[config.mk]
export PLATFORM = sky130hd
export DESIGN_NAME = if_fetch_unit
export DESIGN_NICKNAME = d
export VERILOG_FILES = /design/src/rtl/if_fetch_unit.sv
export SDC_FILE = /design/constraint.sdc
export NUM_CORES = 1
export LEC_CHECK = 0
export BUFFER_PORTS_ARGS = -buffer_cell sky130_fd_sc_hd__buf_2
export CAP_MARGIN = 20
export CORE_ASPECT_RATIO = 1.25
export CORE_MARGIN = 1
export CORE_UTILIZATION = 59
export CTS_CLUSTER_SIZE = 40
export DETAILED_ROUTE_END_ITERATION = 10
export PLACE_DENSITY = 0.89
export RECOVER_POWER = 25
export SLEW_MARGIN = 20
export SYNTH_ARGS = -nofsm -noshare
export SYNTH_HDL_FRONTEND = slang
export SYNTH_SLANG_ARGS = --single-unit
[constraint.sdc]
create_clock -name clk -period 9.67 [get_ports clk]
set_input_delay 0.4835 -clock clk [delete_from_list [all_inputs] [get_ports clk]]
set_output_delay 0.4835 -clock clk [all_outputs]
set_load 0.02 [all_outputs]
[src/rtl/if_fetch_unit.sv]
// rtl/if_fetch_unit.sv - instruction fetch stage: fetch PC, credit-based word fetch, {pc, inst} FIFO
module if_fetch_unit #(
    parameter int          DEPTH    = 2,
    parameter logic [31:0] RESET_PC = 32'h0000_0000
) (
    input  logic        clk,
    input  logic        rst_n,
    output logic [29:0] mem_addr_I,
    input  logic [31:0] mem_rdata_I,
    output logic [31:0] inst_o,
    output logic [31:0] pc_o,
    output logic        valid_o,
    input  logic        ready_i,
    input  logic        redirect_i,
    input  logic [31:0] redirect_pc_i
);

    localparam int AW = (DEPTH > 1) ? $clog2(DEPTH) : 1;
    localparam int CW = AW + 2;
    localparam logic [CW-1:0] DEPTH_C = CW'(DEPTH);

    logic [31:0]   fetch_pc_q;
    logic          inflight_q;
    logic [31:0]   req_pc_q;
    logic [AW-1:0] rd_ptr_q;
    logic [AW-1:0] wr_ptr_q;
    logic [AW:0]   count_q;
    logic [63:0]   fifo_q [DEPTH];

    logic          pop;
    logic          push;
    logic          issue;
    logic [CW-1:0] credit_used;
    logic [63:0]   head;

    assign mem_addr_I = fetch_pc_q[31:2];

    assign valid_o = (count_q != '0);
    assign pop     = valid_o & ready_i;
    assign push    = inflight_q & ~redirect_i;

    // Words already buffered plus the one on its way back, minus what leaves now.
    assign credit_used = {1'b0, count_q}
                       + {{(CW-1){1'b0}}, inflight_q}
                       - {{(CW-1){1'b0}}, pop};
    assign issue = ~rst_n & ~redirect_i & (credit_used < DEPTH_C);

    assign head   = fifo_q[rd_ptr_q];
    assign inst_o = valid_o ? head[31:0]  : 32'h0;
    assign pc_o   = valid_o ? head[63:32] : 32'h0;

    always_ff @(posedge clk) begin
        if (rst_n) begin
            fetch_pc_q <= RESET_PC;
            inflight_q <= 1'b0;
            req_pc_q   <= 32'h0;
        end else if (redirect_i) begin
            fetch_pc_q <= {redirect_pc_i[31:2], 2'b00};
            inflight_q <= 1'b0;
        end else begin
            inflight_q <= issue;
            if (issue) begin
                req_pc_q   <= fetch_pc_q;
                fetch_pc_q <= fetch_pc_q + 32'd4;
            end
        end
    end

    // A redirect in the same cycle drops both the push and the pop.
    always_ff @(posedge clk) begin
        if (rst_n || redirect_i) begin
            rd_ptr_q <= '0;
            wr_ptr_q <= '0;
            count_q  <= '0;
        end else begin
            if (push) begin
                wr_ptr_q <= wr_ptr_q + 1'b1;
            end
            if (pop) begin
                rd_ptr_q <= rd_ptr_q + 1'b1;
            end
            if (push && !pop) begin
                count_q <= count_q + 1'b1;
            end else if (pop && !push) begin
                count_q <= count_q - 1'b1;
            end
        end
    end

    always_ff @(posedge clk) begin
        if (!rst_n && push) begin
            fifo_q[wr_ptr_q] <= {req_pc_q, mem_rdata_I};
        end
    end

endmodule

==> metrics.txt, run 1 <==
post-synthesis register bit count 190; fin worst setup slack 5.26 ns; Mapped Cells 642; Worst-path clk slew 0.07 ns; hold buffers post-CTS 0; Vias 5509; worst path arrival time 4.77 ns; launch point of the worst reg-to-reg path count_q[1]$_SDFFE_PP0P_; Avg Inst Size Synth 12.0 um^2; Final Wtd Congestion 0.885; Clock Skew 0.0140 ns; most frequent cells in the layout buf_2 (138), edfxtp_1 (124), nand2_1 (100), nor2_1 (82), dfxtp_1 (65); Worst R2R Path Depth 14; Antenna diodes 0; r2r setup slk 5.26 ns; YS warnings 0; cell taking the most area after synthesis edfxtp_1; Slew @ Worst Pin 1.08 ns; IO buf count 158; CP Launch Type flip-flop; max-slew violation count 0; routed wire length 16500 um; wire per inst 17.1 um; die width 104 um; Setup TNS 0 ns; commonest non-fill, non-tap cell in the layout buf_2; sequential cell area fraction in the yosys report 65.5%; fin area 9180 um^2; vias in the first global route 5323; crit share post-route 45.6%; post-route ant nets 0; count of max-cap constraint violations 0; die footprint 13500 um^2; RSZ-0062 raised after global routing no; Clock Tree Buf Depth 2; Synth cell types 47; clock sinks 190; CTS tree done; status completed; first-pass GRT wire length 25800 um; vias per inst 5.69; Post-CTS Setup Repair Bufs 0; DR pass1 iterations 5; Hold WC Path Type input port to flip-flop; Tmin final 4.41 ns; Post-DP Area 8570 um^2; largest net degree at the start of global routing 65; Iter 0 DRT Violations 420; kind of critical path flip-flop to flip-flop; Worst Path Max Fanout 35; Root Buffer clkbuf_16; Top Ports 163; hold path start mem_rdata_I[19]; Power Density 191 nW/um^2; CORE AREA 12700 um^2; CP Data Required Time 10.03 ns; Post-Syn Area 7700 um^2; layout cell share with drive strength beyond 1 24.2%; Slew Limit Headroom 27.8%; fin nets 860; Die Ht 130 um; Starting Density 60.6%; ranking of synthesized cells by area edfxtp_1 (48%), dfxtp_1 (17%), mux2i_1 (8.1%); Total GRT Usage 24.8%; final hold violations 0; Hold Path End fifo_q[0][19]$_DFFE_PP_; share of Yosys cell area claimed by the top area cell type 48.3%; post-CTS resize count 0; hold path depth 1; cts bufs inserted 17; dpl hpwl 10500 um; Pleak 3.31 nW; GR Overflow Total 0; pre-CTS WS 5.38 ns; H-Tree Depth 4; Final setup viols 0; Worst R2R End fetch_pc_q[14]$_SDFFE_PP0P_; DR DRC count 0; Core Rows 46; Fmax 227 MHz; maximum VDD drop 0.115 mV; CP endpoint kind flip-flop; latest clock arrival within the worst-skew pair 0.43 ns; area grow syn2layout 19.2%; initial antenna violation count 0
-- registers in the layout, summed over array words and instances, names as in the netlist, named ones only --
| signal | flops |
|---|---|
| count_q | 2 |
| fetch_pc_q | 30 |
| fifo_q | 124 |
| inflight_q | 1 |
| rd_ptr_q | 1 |
| req_pc_q | 30 |
| wr_ptr_q | 1 |
-- per-layer routing --
| layer | wire length [um] | up-vias | global-route usage (%) | share of wire (%) |
|---|---|---|---|---|
| met2 | 8410 | 282 | 43.3 | 51 |
| met4 | 454 | 0 | 12.3 | 2.7 |
| li1 | - | 2581 | - | - |
| met1 | 6610 | 2614 | 29.2 | 40 |
| met5 | 0 | - | 0 | 0 |
| met3 | 1050 | 32 | 5.49 | 6.3 |
-- area by class of cell --
type	instances	area (um^2)
inverter	7	26.3
tap	168	210
fill	845	3540
multi-input combinational	408	2440
sequential	190	5050
clock buffer	25	583
timing repair buffer	164	818
clock inverter	7	53.8
-- critical path, cell delays in order (launching register included) --
cell and delay, ns:
dfxtp_1 0.51, nor2_4 0.05, inv_1 0.07, nand2_1 0.07
inv_1 0.10, ha_1 0.24, nand2b_1 0.17, fa_1 0.42
xnor2_2 0.24, nand3_1 0.48, buf_8 0.25, clkinv_1 0.77
nand4_1 0.46, mux2_2 0.38, a21oi_1 0.13
-- report_power, final --
| part | switching [W] | internal, W | total, W |
|---|---|---|---|
| clock network | 0.000289 | 0.000426 | 0.000714 |
| logic | 0.0000888 | 0.0000473 | 0.000136 |
| registers | 0.0000239 | 0.000882 | 0.000906 |
| total | 0.000402 | 0.00136 | 0.00176 |
-- synth_stat cells, drive strengths merged --
cell	n
nor3	5
nand2	100
a211oi	8
or4	2
xor2	2
edfxtp	124
dfxtp	66
or3	7
clkbuf	32
nor4	8
ha	3
mux2i	62
clkinv	1
or2	2
o211ai	3
and4	4
o21ai	6
nor2b	1
conb	1
mux2	4
nand3	13
nor2	84
nand4	10
xnor2	19
nand3b	1
or4b	1
and2	2
o22ai	3
a311oi	6
a21oi	40
buf	6
fa	1
and3	5
nand2b	1
inv	6
a31oi	3
-- through the flow --
stage	cells	hold WS (ns)	util (%)	power, W
6_report	969	0.251	72.2	0.00176
5_1_grt	969	0.237	72.2	0.00181
2_1_floorplan	643	0.425	-	0.00101
3_5_place_dp	937	0.441	67.4	0.00106
4_1_cts	969	0.241	72.4	0.00177
3_3_place_gp	936	0.433	67.3	0.00105
-- kinds of logic (layout without fill, tap and decap cells) --
logic type | Yosys count | count (layout) | share of synthesized area [%]
simple gates | 246 | 246 | 14.3
xor+xnor | 21 | 21 | 2.49
flops | 190 | 190 | 65.5
compound gates | 69 | 69 | 5.23
other cells | 1 | 2 | 0.0487
mux | 66 | 66 | 8.64
buf+inv | 45 | 203 | 3.07
fa+ha+maj | 4 | 4 | 0.747
-- worst max-delay path by stage --
| stage | from | depth (start not counted) | slack (ns) | endpoint |
|---|---|---|---|---|
| 4_1_cts | count_q[1]$_SDFFE_PP0P_ | 14 | 5.30 | fetch_pc_q[14]$_SDFFE_PP0P_ |
| 6_report | count_q[1]$_SDFFE_PP0P_ | 14 | 5.26 | fetch_pc_q[14]$_SDFFE_PP0P_ |
| 5_1_grt | count_q[1]$_SDFFE_PP0P_ | 14 | 5.03 | fetch_pc_q[14]$_SDFFE_PP0P_ |
| 3_5_place_dp | ready_i | 13 | 5.38 | fetch_pc_q[14]$_SDFFE_PP0P_ |
| 2_1_floorplan | rst_n | 4 | 5.76 | fifo_q[0][0]$_DFFE_PP_ |
| 3_3_place_gp | ready_i | 12 | 4.85 | fetch_pc_q[14]$_SDFFE_PP0P_ |
No activity file was read; power rests on OpenSTA's default activity.
==> run 2, diff against run 1 <==
--- a/config.mk
+++ b/config.mk
@@ -9,10 +9,10 @@
 export CAP_MARGIN = 20
 export CORE_ASPECT_RATIO = 1.25
 export CORE_MARGIN = 1
-export CORE_UTILIZATION = 59
+export CORE_UTILIZATION = 49
 export CTS_CLUSTER_SIZE = 40
 export DETAILED_ROUTE_END_ITERATION = 10
-export PLACE_DENSITY = 0.89
+export PLACE_DENSITY = 0.8
 export RECOVER_POWER = 25
 export SLEW_MARGIN = 20
 export SYNTH_ARGS = -nofsm -noshare
==> constraint.sdc (replaced) <==
create_clock -name clk -period 3.6 [get_ports clk]
set_input_delay 0.18 -clock clk [delete_from_list [all_inputs] [get_ports clk]]
set_output_delay 0.18 -clock clk [all_outputs]
set_load 0.02 [all_outputs]
==> run 2 against run 1 <==
Compared with the run above: sequential power grew to 2.7 times the previous value; first-iteration DRC count shrank 27%; routed wire length shrank 1.8%; via count shrank 1.3%; hold slack lost 0.23 ns; critical path depth shrank 2; die area grew 20%; maximum frequency grew 37%; core utilization shrank 8.8 points; global-route usage shrank 4.3 points; clock skew shrank 0.0018 ns; critical path type unchanged; largest cell class unchanged; largest power group unchanged; highest routed layer unchanged.
==> metrics.txt, run 2 (synthesized netlist as in run 1, its figures left out) <==
status completed (unchanged); maximum VDD drop 0.300 mV (was 0.115 mV); Slew Limit Headroom 28.6% (was 27.8%); CP endpoint kind flip-flop (unchanged); crit share post-route 89.3% (was 45.6%); Fmax 311 MHz (was 227 MHz); pre-CTS WS 0.374 ns (was 5.38 ns); Final Wtd Congestion 0.804 (was 0.885); Root Buffer clkbuf_16 (unchanged); Critical Path Start count_q[1]$_SDFFE_PP0P_ (unchanged); dpl hpwl 10300 um (was 10500 um); area grow syn2layout 24.5% (was 19.2%); fin area 9590 um^2 (was 9180 um^2); clock sinks 190 (unchanged); Die Ht 142 um (was 130 um); Clock Tree Buf Depth 2 (unchanged); most frequent cells in the layout buf_2 (146), edfxtp_1 (124), nand2_1 (100), nor2_1 (82), dfxtp_1 (65) (was buf_2 (138), edfxtp_1 (124), nand2_1 (100), nor2_1 (82), dfxtp_1 (65)); CP Data Required Time 3.93 ns (was 10.03 ns); Post-CTS Setup Repair Bufs 0 (unchanged); die footprint 16200 um^2 (was 13500 um^2); CP Launch Type flip-flop (unchanged); final hold violations 0 (unchanged); Iter 0 DRT Violations 308 (was 420); IO buf count 158 (unchanged); DR pass1 iterations 5 (unchanged); Pleak 3.48 nW (was 3.31 nW); Tmin final 3.21 ns (was 4.41 ns); Slew @ Worst Pin 1.07 ns (was 1.08 ns); Final setup viols 0 (unchanged); Most flops, register fifo_q (unchanged); fin nets 901 (was 860); hold slack 0.0221 ns (was 0.251 ns); H-Tree Depth 4 (unchanged); Worst-path clk slew 0.07 ns (about the same); hold path start redirect_pc_i[26] (was mem_rdata_I[19]); kind of critical path flip-flop to flip-flop (unchanged); layout cell share with drive strength beyond 1 24.8% (was 24.2%); largest net degree at the start of global routing 64 (was 65); Top Ports 163 (unchanged); Vias 5437 (was 5509); die width 114 um (was 104 um); vias per inst 5.18 (was 5.69); Hold WC Path Type input port to flip-flop (unchanged); Antenna diodes 0 (unchanged); Clock Skew 0.0122 ns (was 0.0140 ns); cts bufs inserted 17 (unchanged); CTS tree done (unchanged); max-slew violation count 0 (unchanged); Worst Path Max Fanout 9 (was 35); latest clock arrival within the worst-skew pair 0.42 ns (was 0.43 ns); routed wire length 16200 um (was 16500 um); worst path arrival time 3.55 ns (was 4.77 ns); launch point of the worst reg-to-reg path count_q[1]$_SDFFE_PP0P_ (unchanged); CORE AREA 15100 um^2 (was 12700 um^2); initial antenna violation count 0 (unchanged); Total GRT Usage 20.5% (was 24.8%); wire per inst 15.5 um (was 17.1 um); DR DRC count 0 (unchanged); count of max-cap constraint violations 0 (unchanged); fillers 1205 (was 845); Setup TNS 0 ns (unchanged); Largest register FFs 124 (unchanged); Post-DP Area 8650 um^2 (was 8570 um^2); Starting Density 50.9% (was 60.6%); first-pass GRT wire length 25700 um (was 25800 um); Core Rows 50 (was 46); commonest non-fill, non-tap cell in the layout buf_2 (unchanged); Power Density 488 nW/um^2 (was 191 nW/um^2); fin worst setup slack 0.385 ns (was 5.26 ns); RSZ-0062 raised after global routing no (unchanged); Largest regs fifo_q: 124 flops, fetch_pc_q: 30 flops, req_pc_q: 30 flops (unchanged); vias in the first global route 5181 (was 5323); post-route ant nets 0 (unchanged); GR Overflow Total 0 (unchanged); Design Power 0.00468 W (was 0.00176 W)
## run 2: repair_timing
action                                 4_1_cts  5_1_grt
hold buffers                                36        0
gates resized for setup                      0        0
endpoints found under the hold margin       68        0
## run 2: layer usage
layer | vias to the layer above | share of wire, % | global-route usage, %
met4 | 0 | 1.5 | 6.56
met5 | - | 0 | 0
met2 | 168 | 51 | 36.2
met1 | 2587 | 43 | 25.3
li1 | 2664 | - | -
met3 | 18 | 4.8 | 3.66
## run 2: per-stage QoR
stage          utilization (%)  instances
2_1_floorplan                -        643
3_3_place_gp              57.1        982
3_5_place_dp              57.1        982
4_1_cts                   63.5       1050
5_1_grt                   63.4       1050
6_report                  63.4       1050
## run 2: final timing paths
path	to	slack (ns)	cells past startpoint
worst max-delay path	fetch_pc_q[13]$_SDFFE_PP0P_	0.39	12
worst min-delay path	fetch_pc_q[26]$_SDFFE_PP0P_	0.02	3
worst max register to register	fetch_pc_q[13]$_SDFFE_PP0P_	0.39	12
worst min register to register	fifo_q[0][38]$_DFFE_PP_	0.45	0
## run 2: layout make-up
cell class	instances	area (um^2)	area share (%)
sequential	190	5050	52.6
multi-input combinational	408	2440	25.5
timing repair buffer	205	1220	12.7
clock buffer	19	454	4.73
tap	208	260	2.71
clock inverter	13	143	1.49
inverter	7	26.3	0.274
## run 2: where the power goes
part           total, W  internal, W  switching (W)
Sequential      0.00243      0.00237      0.0000617
Combinational  0.000396     0.000158       0.000238
Clock           0.00186      0.00103       0.000831
Total           0.00468      0.00355        0.00113
## run 2: worst max-delay path: stages, from the launching register on
cell	delay [ns]
dfxtp_1	0.52
nor2_4	0.04
inv_1	0.07
nand2_1	0.07
inv_1	0.09
ha_1	0.23
nand2b_1	0.16
fa_1	0.41
xnor2_2	0.18
buf_4	0.18
nand4_1	0.37
or3_2	0.55
a311oi_1	0.25
